===== src/rtl/fft_pkg.sv =====
// ---------------------------------------------------------------------------
// fft_pkg
// Shared definitions for the FFT datapath blocks.
//   BFLY_LAT       : register stages in the radix-2 butterfly
//   prod_w/sum_w   : internal full-precision widths for given data/twiddle widths
//   round_limit    : round-half-up, arithmetic shift and range limiting of a
//                    wide intermediate, with an out-of-range indication
// All wide intermediates are carried in a 64-bit signed container, so
// DATA_W + TW_W + 3 must not exceed 64.
// ---------------------------------------------------------------------------
package fft_pkg;

  localparam int BFLY_LAT = 3;
  localparam int MAX_W    = 64;

  typedef logic signed [MAX_W-1:0] wide_t;

  typedef struct packed {
    wide_t value;
    logic  oor;
  } rs_t;

  // One full-precision complex product term: DATA_W x (TW_W+1).
  function automatic int prod_w(input int dw, input int tw);
    return dw + tw + 1;
  endfunction

  // xp aligned to the twiddle fraction: xp << (TW_W-2).
  function automatic int xpa_w(input int dw, input int tw);
    return dw + tw - 2;
  endfunction

  // xp +/- (xq*W) sums; enough headroom that S1/S2 never truncate.
  function automatic int sum_w(input int dw, input int tw);
    return dw + tw + 3;
  endfunction

  // Add half an LSB of the result, then shift: ties round toward +inf.
  function automatic wide_t round_half_up(input wide_t v, input int unsigned sh);
    wide_t bias;
    bias = '0;
    if (sh != 0) bias = wide_t'(1) <<< (sh - 1);
    return (v + bias) >>> sh;
  endfunction

  // Round by sh, then limit to a signed w-bit range. When sat is clear the
  // value is returned unclamped and the caller keeps its low w bits (wrap).
  function automatic rs_t round_limit(input wide_t v, input int unsigned sh,
                                      input int unsigned w, input logic sat);
    wide_t r;
    wide_t lim;
    rs_t   res;
    r         = round_half_up(v, sh);
    lim       = wide_t'(1) <<< (w - 1);
    res.oor   = (r >= lim) || (r < -lim);
    res.value = r;
    if (res.oor && sat) res.value = r[MAX_W-1] ? -lim : (lim - wide_t'(1));
    return res;
  endfunction

endpackage


===== src/rtl/bfly_round_sat.sv =====
// ---------------------------------------------------------------------------
// bfly_round_sat
// Final stage of one butterfly output component: rounds the full-precision
// sum back to DATA_W, optionally with an extra /2, and limits the result.
// Purely combinational; the caller registers y and oor.
// Ports:
//   sum   in  SUM_W  full-precision sum, Q(TW_W-2) fraction
//   scale in  1      1 = additional divide by 2
//   y     out DATA_W rounded, saturated (SAT_EN=1) or wrapped (SAT_EN=0)
//   oor   out 1      rounded value did not fit in DATA_W
// ---------------------------------------------------------------------------
import fft_pkg::*;

module bfly_round_sat #(
  parameter int DATA_W = 16,
  parameter int TW_W   = 15,
  parameter bit SAT_EN = 1'b1,
  parameter int SUM_W  = sum_w(DATA_W, TW_W)
) (
  input  logic signed [SUM_W-1:0]  sum,
  input  logic                     scale,
  output logic signed [DATA_W-1:0] y,
  output logic                     oor
);

  localparam int unsigned FRAC = TW_W - 2;

  rs_t         rs;
  int unsigned sh;

  always_comb begin
    sh  = FRAC;
    if (scale) sh = FRAC + 1;
    rs  = round_limit(wide_t'(sum), sh, DATA_W, SAT_EN);
    y   = rs.value[DATA_W-1:0];
    oor = rs.oor;
  end

endmodule


===== src/rtl/butterfly_r2_pipe.sv =====
// ---------------------------------------------------------------------------
// butterfly_r2_pipe
// Radix-2 DIT butterfly, three register stages, full-pipeline stall:
//   yp = xp + xq*W,  yq = xp - xq*W   (W conjugated when inv = 1)
// S1 multiplies, S2 adds at full precision, S3 rounds/limits into the
// output registers. All stages advance together when the output slot is
// empty or being taken.
// Ports:
//   clk, rst                 clock, synchronous active-high reset
//   in_valid/in_ready        input handshake (in_ready = pipeline advance)
//   xp_*, xq_*  [DATA_W]     input samples, signed
//   tw_*        [TW_W]       twiddle, signed Q2.(TW_W-2)
//   inv, scale               per-sample conjugate-twiddle / divide-by-2
//   out_valid/out_ready      output handshake
//   yp_*, yq_*  [DATA_W]     results, held while stalled
//   ovf, ovf_clr             sticky overflow and its clear (set wins)
// ---------------------------------------------------------------------------
import fft_pkg::*;

module butterfly_r2_pipe #(
  parameter int DATA_W = 16,
  parameter int TW_W   = 15,
  parameter bit SAT_EN = 1'b1
) (
  input  logic                     clk,
  input  logic                     rst,
  input  logic                     in_valid,
  output logic                     in_ready,
  input  logic signed [DATA_W-1:0] xp_real,
  input  logic signed [DATA_W-1:0] xp_imag,
  input  logic signed [DATA_W-1:0] xq_real,
  input  logic signed [DATA_W-1:0] xq_imag,
  input  logic signed [TW_W-1:0]   tw_real,
  input  logic signed [TW_W-1:0]   tw_imag,
  input  logic                     inv,
  input  logic                     scale,
  output logic                     out_valid,
  input  logic                     out_ready,
  output logic signed [DATA_W-1:0] yp_real,
  output logic signed [DATA_W-1:0] yp_imag,
  output logic signed [DATA_W-1:0] yq_real,
  output logic signed [DATA_W-1:0] yq_imag,
  output logic                     ovf,
  input  logic                     ovf_clr
);

  localparam int PROD_W = prod_w(DATA_W, TW_W);
  localparam int XPA_W  = xpa_w(DATA_W, TW_W);
  localparam int SUM_W  = sum_w(DATA_W, TW_W);

  logic adv;

  assign adv      = out_ready | ~out_valid;
  assign in_ready = adv;

  // ---------------- S1: twiddle select and products ----------------
  // Imag twiddle is widened by one bit so negating the most negative
  // value (inverse mode) stays exact.
  logic signed [TW_W:0]   tw_i_ext;
  logic signed [TW_W:0]   wi;
  logic signed [PROD_W-1:0] pr0_d, pr1_d, pi0_d, pi1_d;
  logic signed [XPA_W-1:0]  xpa_r_d, xpa_i_d;

  assign tw_i_ext = (TW_W+1)'(tw_imag);
  assign wi       = inv ? -tw_i_ext : tw_i_ext;

  assign pr0_d   = PROD_W'(xq_real) * PROD_W'(tw_real);
  assign pr1_d   = PROD_W'(xq_imag) * PROD_W'(wi);
  assign pi0_d   = PROD_W'(xq_real) * PROD_W'(wi);
  assign pi1_d   = PROD_W'(xq_imag) * PROD_W'(tw_real);
  assign xpa_r_d = XPA_W'(xp_real) <<< (TW_W - 2);
  assign xpa_i_d = XPA_W'(xp_imag) <<< (TW_W - 2);

  logic                     s1_valid;
  logic                     s1_scale;
  logic signed [PROD_W-1:0] s1_pr0, s1_pr1, s1_pi0, s1_pi1;
  logic signed [XPA_W-1:0]  s1_xpa_r, s1_xpa_i;

  always_ff @(posedge clk) begin
    if (rst) begin
      s1_valid <= 1'b0;
      s1_scale <= 1'b0;
      s1_pr0   <= '0;
      s1_pr1   <= '0;
      s1_pi0   <= '0;
      s1_pi1   <= '0;
      s1_xpa_r <= '0;
      s1_xpa_i <= '0;
    end else if (adv) begin
      s1_valid <= in_valid;
      s1_scale <= scale;
      s1_pr0   <= pr0_d;
      s1_pr1   <= pr1_d;
      s1_pi0   <= pi0_d;
      s1_pi1   <= pi1_d;
      s1_xpa_r <= xpa_r_d;
      s1_xpa_i <= xpa_i_d;
    end
  end

  // ---------------- S2: complex product and butterfly sums ----------------
  logic signed [SUM_W-1:0] t_r, t_i;
  logic signed [SUM_W-1:0] xpw_r, xpw_i;
  logic signed [SUM_W-1:0] sp_r_d, sp_i_d, sq_r_d, sq_i_d;

  assign t_r    = SUM_W'(s1_pr0) - SUM_W'(s1_pr1);
  assign t_i    = SUM_W'(s1_pi0) + SUM_W'(s1_pi1);
  assign xpw_r  = SUM_W'(s1_xpa_r);
  assign xpw_i  = SUM_W'(s1_xpa_i);
  assign sp_r_d = xpw_r + t_r;
  assign sp_i_d = xpw_i + t_i;
  assign sq_r_d = xpw_r - t_r;
  assign sq_i_d = xpw_i - t_i;

  logic                    s2_valid;
  logic                    s2_scale;
  logic signed [SUM_W-1:0] s2_sp_r, s2_sp_i, s2_sq_r, s2_sq_i;

  always_ff @(posedge clk) begin
    if (rst) begin
      s2_valid <= 1'b0;
      s2_scale <= 1'b0;
      s2_sp_r  <= '0;
      s2_sp_i  <= '0;
      s2_sq_r  <= '0;
      s2_sq_i  <= '0;
    end else if (adv) begin
      s2_valid <= s1_valid;
      s2_scale <= s1_scale;
      s2_sp_r  <= sp_r_d;
      s2_sp_i  <= sp_i_d;
      s2_sq_r  <= sq_r_d;
      s2_sq_i  <= sq_i_d;
    end
  end

  // ---------------- S3: round / limit into output registers ----------------
  logic signed [DATA_W-1:0] yp_r_d, yp_i_d, yq_r_d, yq_i_d;
  logic [3:0]               oor;

  bfly_round_sat #(.DATA_W(DATA_W), .TW_W(TW_W), .SAT_EN(SAT_EN), .SUM_W(SUM_W)) u_rs_yp_r (
    .sum(s2_sp_r), .scale(s2_scale), .y(yp_r_d), .oor(oor[0])
  );
  bfly_round_sat #(.DATA_W(DATA_W), .TW_W(TW_W), .SAT_EN(SAT_EN), .SUM_W(SUM_W)) u_rs_yp_i (
    .sum(s2_sp_i), .scale(s2_scale), .y(yp_i_d), .oor(oor[1])
  );
  bfly_round_sat #(.DATA_W(DATA_W), .TW_W(TW_W), .SAT_EN(SAT_EN), .SUM_W(SUM_W)) u_rs_yq_r (
    .sum(s2_sq_r), .scale(s2_scale), .y(yq_r_d), .oor(oor[2])
  );
  bfly_round_sat #(.DATA_W(DATA_W), .TW_W(TW_W), .SAT_EN(SAT_EN), .SUM_W(SUM_W)) u_rs_yq_i (
    .sum(s2_sq_i), .scale(s2_scale), .y(yq_i_d), .oor(oor[3])
  );

  always_ff @(posedge clk) begin
    if (rst) begin
      out_valid <= 1'b0;
      yp_real   <= '0;
      yp_imag   <= '0;
      yq_real   <= '0;
      yq_imag   <= '0;
    end else if (adv) begin
      out_valid <= s2_valid;
      yp_real   <= yp_r_d;
      yp_imag   <= yp_i_d;
      yq_real   <= yq_r_d;
      yq_imag   <= yq_i_d;
    end
  end

  // Only a valid slot moving into the output register can flag overflow;
  // a set in the same cycle as a clear takes priority.
  always_ff @(posedge clk) begin
    if (rst) begin
      ovf <= 1'b0;
    end else if (adv && s2_valid && (|oor)) begin
      ovf <= 1'b1;
    end else if (ovf_clr) begin
      ovf <= 1'b0;
    end
  end

endmodule


===== config.mk =====
export PLATFORM = sky130hd
export DESIGN_NAME = butterfly_r2_pipe
export DESIGN_NICKNAME = d
export VERILOG_FILES = /design/src/rtl/fft_pkg.sv /design/src/rtl/bfly_round_sat.sv /design/src/rtl/butterfly_r2_pipe.sv
export SDC_FILE = /design/constraint.sdc
export NUM_CORES = 2
export LEC_CHECK = 0
export ABC_AREA = 1
export CAP_MARGIN = 15
export CORE_MARGIN = 2
export CORE_UTILIZATION = 33
export DETAILED_ROUTE_END_ITERATION = 8
export PLACE_DENSITY = 0.57
export SLEW_MARGIN = 20
export SYNTH_ARGS = -nofsm -noshare
export SYNTH_HDL_FRONTEND = slang
export SYNTH_HIERARCHICAL = 1
export SYNTH_SLANG_ARGS = --single-unit

===== constraint.sdc =====
create_clock -name clk -period 8.3 [get_ports clk]
set_input_delay 1.245 -clock clk [delete_from_list [all_inputs] [get_ports clk]]
set_output_delay 1.245 -clock clk [all_outputs]
set_load 0.01 [all_outputs]

; Word level (Yosys, flattened, before mapping)
; Index checks and enable logic that the tools add are counted.
[word_totals]
reg_bits = 364
input_bits = 101
output_inout_bits = 67
[op_classes]
add_sub_neg = 12
multipliers = 4
order_cmp = 8
shift = 5
muxes = 13
bitwise = 2
n_reduce_logical = 9
[op_table]
columns = operator, count
row1 = 34-bit by 64-bit adder with 64-bit output, 4
row2 = 64-bit by 17-bit >= comparator with 1-bit output (second input constant), 4
row3 = 64-bit by 16-bit < comparator with 1-bit output (second input constant), 4
row4 = 64-bit by 4-bit >>> shifter with 64-bit output, 4
row5 = 16-bit 2-to-1 mux, 9
row6 = 29-bit by 33-bit adder with 34-bit output, 2
row7 = 29-bit by 33-bit subtractor with 34-bit output, 2
row8 = 16-bit by 16-bit multiplier with 32-bit output, 2
row9 = 64-bit 2-to-1 mux, 1
row10 = 2-bit by 32-bit <<< shifter with 64-bit output (first input constant), 1
row11 = 16-bit by 15-bit multiplier with 31-bit output, 2
row12 = 32-bit by 31-bit adder with 33-bit output, 1
row13 = 31-bit by 32-bit subtractor with 33-bit output, 1
row14 = 32-bit nonzero test, 1
row15 = 15-bit negation with 16-bit output, 1
row16 = 4-bit by 1-bit subtractor with 5-bit output (second input constant), 1
row17 = 1-bit logical OR, 4
row18 = 4-bit OR reduction, 1
row19 = 1-bit logical AND, 2
row20 = 1-bit 2-to-1 mux, 2
row21 = 2-bit 2-to-1 mux, 1
row22 = 2-bit nonzero test, 1
row23 = 1-bit NOT, 1
row24 = 1-bit OR, 1

; Logic depth before layout (Yosys ltp)
[depth]
depth_word = 11
depth_mapped = 41

; Cells and area by module
; Netlist, hierarchy kept.
[by_module_without_submodules]
columns = module, n_inst, cells_per_inst, area_per_inst_um2, seq_area_each_um2
row1 = butterfly_r2_pipe, 1, 8202, 61123.6, 7247.0
row2 = bfly_round_sat, 4, 230, 1181.1, 0.0

; Worst setup path after synthesis
; Ideal clock, no wire load.
[synth_path]
path_type = input to register
start = input port tw_imag[0]
end = register s1_pi0[29]
setup_time_ns = 0.111
arrival_ns = 7.878
t_required_ns = 8.189
path_slack_ns = 0.311
stages = 32
path_buffers = 3
cell_sequence = buf_6 > clkbuf_1 > inv_1 > ha_1 > inv_1 > o31ai_1 > or2_2 > nand2_1 > clkbuf_1 > nand2_1 > fa_1 > inv_1 > fa_1 > fa_1 > fa_1 > fa_1 > inv_1 > fa_1 > inv_1 > ha_1 > a21oi_1 > o21ai_0 > a21oi_1 > nand3_1 > nand2_1 > nand2_1 > nand2_1 > nand2_1 > a21oi_1 > o21ai_0 > nand3_1 > inv_1
[synth_between]
elab_chain_len = 3
[synth_lines]
columns = item, line_no
row1 = from (decl), butterfly_r2_pipe.sv:34  ; input logic signed [TW_W-1:0] tw_imag,
row2 = 15-bit negation with 16-bit output, butterfly_r2_pipe.sv:65  ; assign wi = inv ? -tw_i_ext : tw_i_ext;
row3 = 16-bit 2-to-1 mux *, butterfly_r2_pipe.sv:65
row4 = 16-bit by 16-bit multiplier with 32-bit output *, butterfly_r2_pipe.sv:69  ; assign pi0_d = PROD_W'(xq_real) * PROD_W'(wi);
row5 = to (signal assigned), butterfly_r2_pipe.sv:94  ; s1_pi0 <= pi0_d;
row6 = to (decl), butterfly_r2_pipe.sv:76  ; logic signed [PROD_W-1:0] s1_pr0, s1_pr1, s1_pi0, s1_pi1;
; Mark *: on every way between the ends. The rest lies on a longest branch, timed or not.
; A chain may end at the register's enable or synchronous reset.

; Final worst setup path
[layout_path]
start = input port tw_imag[1]
end = register s1_pr1[25]
[layout_between]
elab_chain_len = 3
[layout_lines]
columns = item, line_no
row1 = 15-bit negation with 16-bit output, butterfly_r2_pipe.sv:65
row2 = 16-bit 2-to-1 mux *, butterfly_r2_pipe.sv:65
row3 = 16-bit by 16-bit multiplier with 32-bit output *, butterfly_r2_pipe.sv:68  ; assign pr1_d = PROD_W'(xq_imag) * PROD_W'(wi);
row4 = to (signal assigned), butterfly_r2_pipe.sv:93  ; s1_pr1 <= pr1_d;
row5 = to (decl), butterfly_r2_pipe.sv:76
; Marked as above.

==> flow_metrics.env <==
export IMPL_outcome="completed"
export IMPL_register_area_sq_mm=0.00633
export IMPL_grt_antenna_before_repair=7
export IMPL_grt_max_degree=186
export IMPL_yosysWarnings=6
export IMPL_min_period_ns=7.81
export IMPL_synthesis_area_sq_mm=0.0641
export IMPL_critPathMostFrequentCell="fa_1"
export IMPL_path_clk_slew_ns=0.05
export IMPL_clkLatencyLatePin_ns=0.65
export IMPL_gp_congestion=1.00
export IMPL_rows=161
export IMPL_viasPerCell=4.91
export IMPL_cts_buffers=43
export IMPL_synth_fp_nets=10511
export IMPL_drt_total_wl_um=215000
export IMPL_dp_hpwl_um=181000
export IMPL_grt_setup_unrepaired="no"
export IMPL_slowest_stage="fa_1"
export IMPL_synthCells=8923
export IMPL_drc_errors=0
export IMPL_synth_avg_cell_area_sq_um=7.19
export IMPL_fin_worst_skew_ns=0.0344
export IMPL_stdcell_count=11721
export IMPL_max_slew_worst_pin_slew_ns=1.04
export IMPL_grt_pass1_vias=58964
export IMPL_drive_gt1_frac=0.0705
export IMPL_worstPathMaxFanout=10
export IMPL_cp_end_kind="flop"
export IMPL_die_h_um=445
export IMPL_grt_use_total=0.220
export IMPL_required_ns=8.88
export IMPL_max_slew_margin=0.306
export IMPL_finalHoldWorstSlack_ns=0.464
export IMPL_htreeDepth=2
export IMPL_overflow=0
export IMPL_fp_dieW_um=445
export IMPL_fin_crit_sh=0.941
export IMPL_drt_iter0_markers=4075
export IMPL_maxCapViolations=0
export IMPL_firstDrtPassIters=6
export IMPL_hp_class="reg2reg"
export IMPL_nets=10753
export IMPL_cts_tree="done"
export IMPL_finalSetupViolations=0
export IMPL_cts_setup_buffers=0
export IMPL_io_buffers=167
export IMPL_start_kind="input port"
export IMPL_antenna_left=0
export IMPL_cp_arrival_ns=8.39
export IMPL_start_util=0.333
export IMPL_floorplan_die_area_sq_mm=0.198
export IMPL_vias=57545
export IMPL_multiInputGateArea_sq_mm=0.0487
export IMPL_fin_util=0.375
export IMPL_nFillCells=20398
export IMPL_ios=168
export IMPL_maxClockFrequency_mhz=128
export IMPL_hold_violations=0
export IMPL_crit_type="in2reg"
export IMPL_place_inst=11646
export IMPL_wl_per_cell_um=18.4
export IMPL_grt_first_pass_wirelength_um=342000
export IMPL_maxSlewViolCount=0
export IMPL_syn_to_final_growth_pct=12.7
export IMPL_coreArea_sq_mm=0.193
export IMPL_place_ws_ns=-0.166
export IMPL_cts_buffer_depth=3
export IMPL_setup_slack_ns=0.488
export IMPL_cts_num_sinks=316
export IMPL_root_buffer="clkbuf_16"
export IMPL_cpPeakStageDelay_ns=0.55
-- registers in the layout, summed over array words and instances, names as in the netlist, 16 cells and up --
register and flops:
s1_pi0 32, s1_xpa_i 16, s2_sp_r 22, s1_pi1 31, yp_imag 16, s1_xpa_r 16, s2_sq_i 22, yp_real 16
s2_sq_r 22, s1_pr1 32, yq_real 16, s2_sp_i 22, s1_pr0 31, yq_imag 16
-- final timing paths --
path	startpoint	endpoint	slack, ns	cells past startpoint
worst max-delay path	tw_imag[1]	s1_pr1[25]$_SDFFE_PP0N_	0.49	33
worst min-delay path	s1_pr1[3]$_SDFFE_PP0N_	s1_pr1[3]$_SDFFE_PP0N_	0.46	2
worst max register to register	s1_pi0[0]$_SDFFE_PP0N_	s2_sp_i[33]$_SDFFE_PP0N_	2.81	20
worst min register to register	s1_pr1[3]$_SDFFE_PP0N_	s1_pr1[3]$_SDFFE_PP0N_	0.46	2
-- cell type report --
cell class	count	share of cell area
diodes	2	0.0000693
repair buffers	538	0.0665
flip-flops and latches	316	0.0876
multi-input cells	6211	0.674
clock inverters	21	0.00528
clock buffers	52	0.0161
well taps	2526	0.0437
inverters	2055	0.107
-- placed cells by master, fill, tap and decap left out, drive strengths merged, types with 126 or more instances in the layout --
| master | n |
|---|---|
| xor2 | 126 |
| clkdlybuf4s50 | 161 |
| nor2 | 881 |
| nand3 | 352 |
| a21oi | 342 |
| inv | 2046 |
| ha | 485 |
| buf | 377 |
| dfxtp | 316 |
| o21ai | 488 |
| nand2 | 1955 |
| fa | 1002 |
-- repair_timing --
| item | in CTS | in global routing |
|---|---|---|
| hold buffers | 0 | 0 |
| gates resized for setup | 0 | 2 |
| setup endpoints to repair | 0 | 2 |
-- metal layers --
layer  GRT usage  up-vias  wire length, um
met5           0        -                0
met4      0.0658        0             7450
met3      0.0218      276            11900
met2       0.366     1651            99400
met1       0.302    28179            96500
li1            -    27439                -
-- stage by stage --
stage                     instance area [sq um]  TNS (ns)
after floorplan                           64100         0
after global placement                    70700    -0.809
after detailed placement                  70700     -1.72
after CTS                                 72200         0
after global routing                      72300         0
final                                     72300         0
-- worst max-delay path, delay by kind of cell --
family	cells	cell delay (ns)
adders and majority gates	7	3.46
and+or+nand+nor	13	1.78
buffers and inverters	9	1.23
AOI/OAI and AO/OA	3	0.46
xor gates and xnor gates	1	0.22
Power is not shown: default switching activity piles up to over one toggle a cycle in this logic, so the estimate is an artifact.
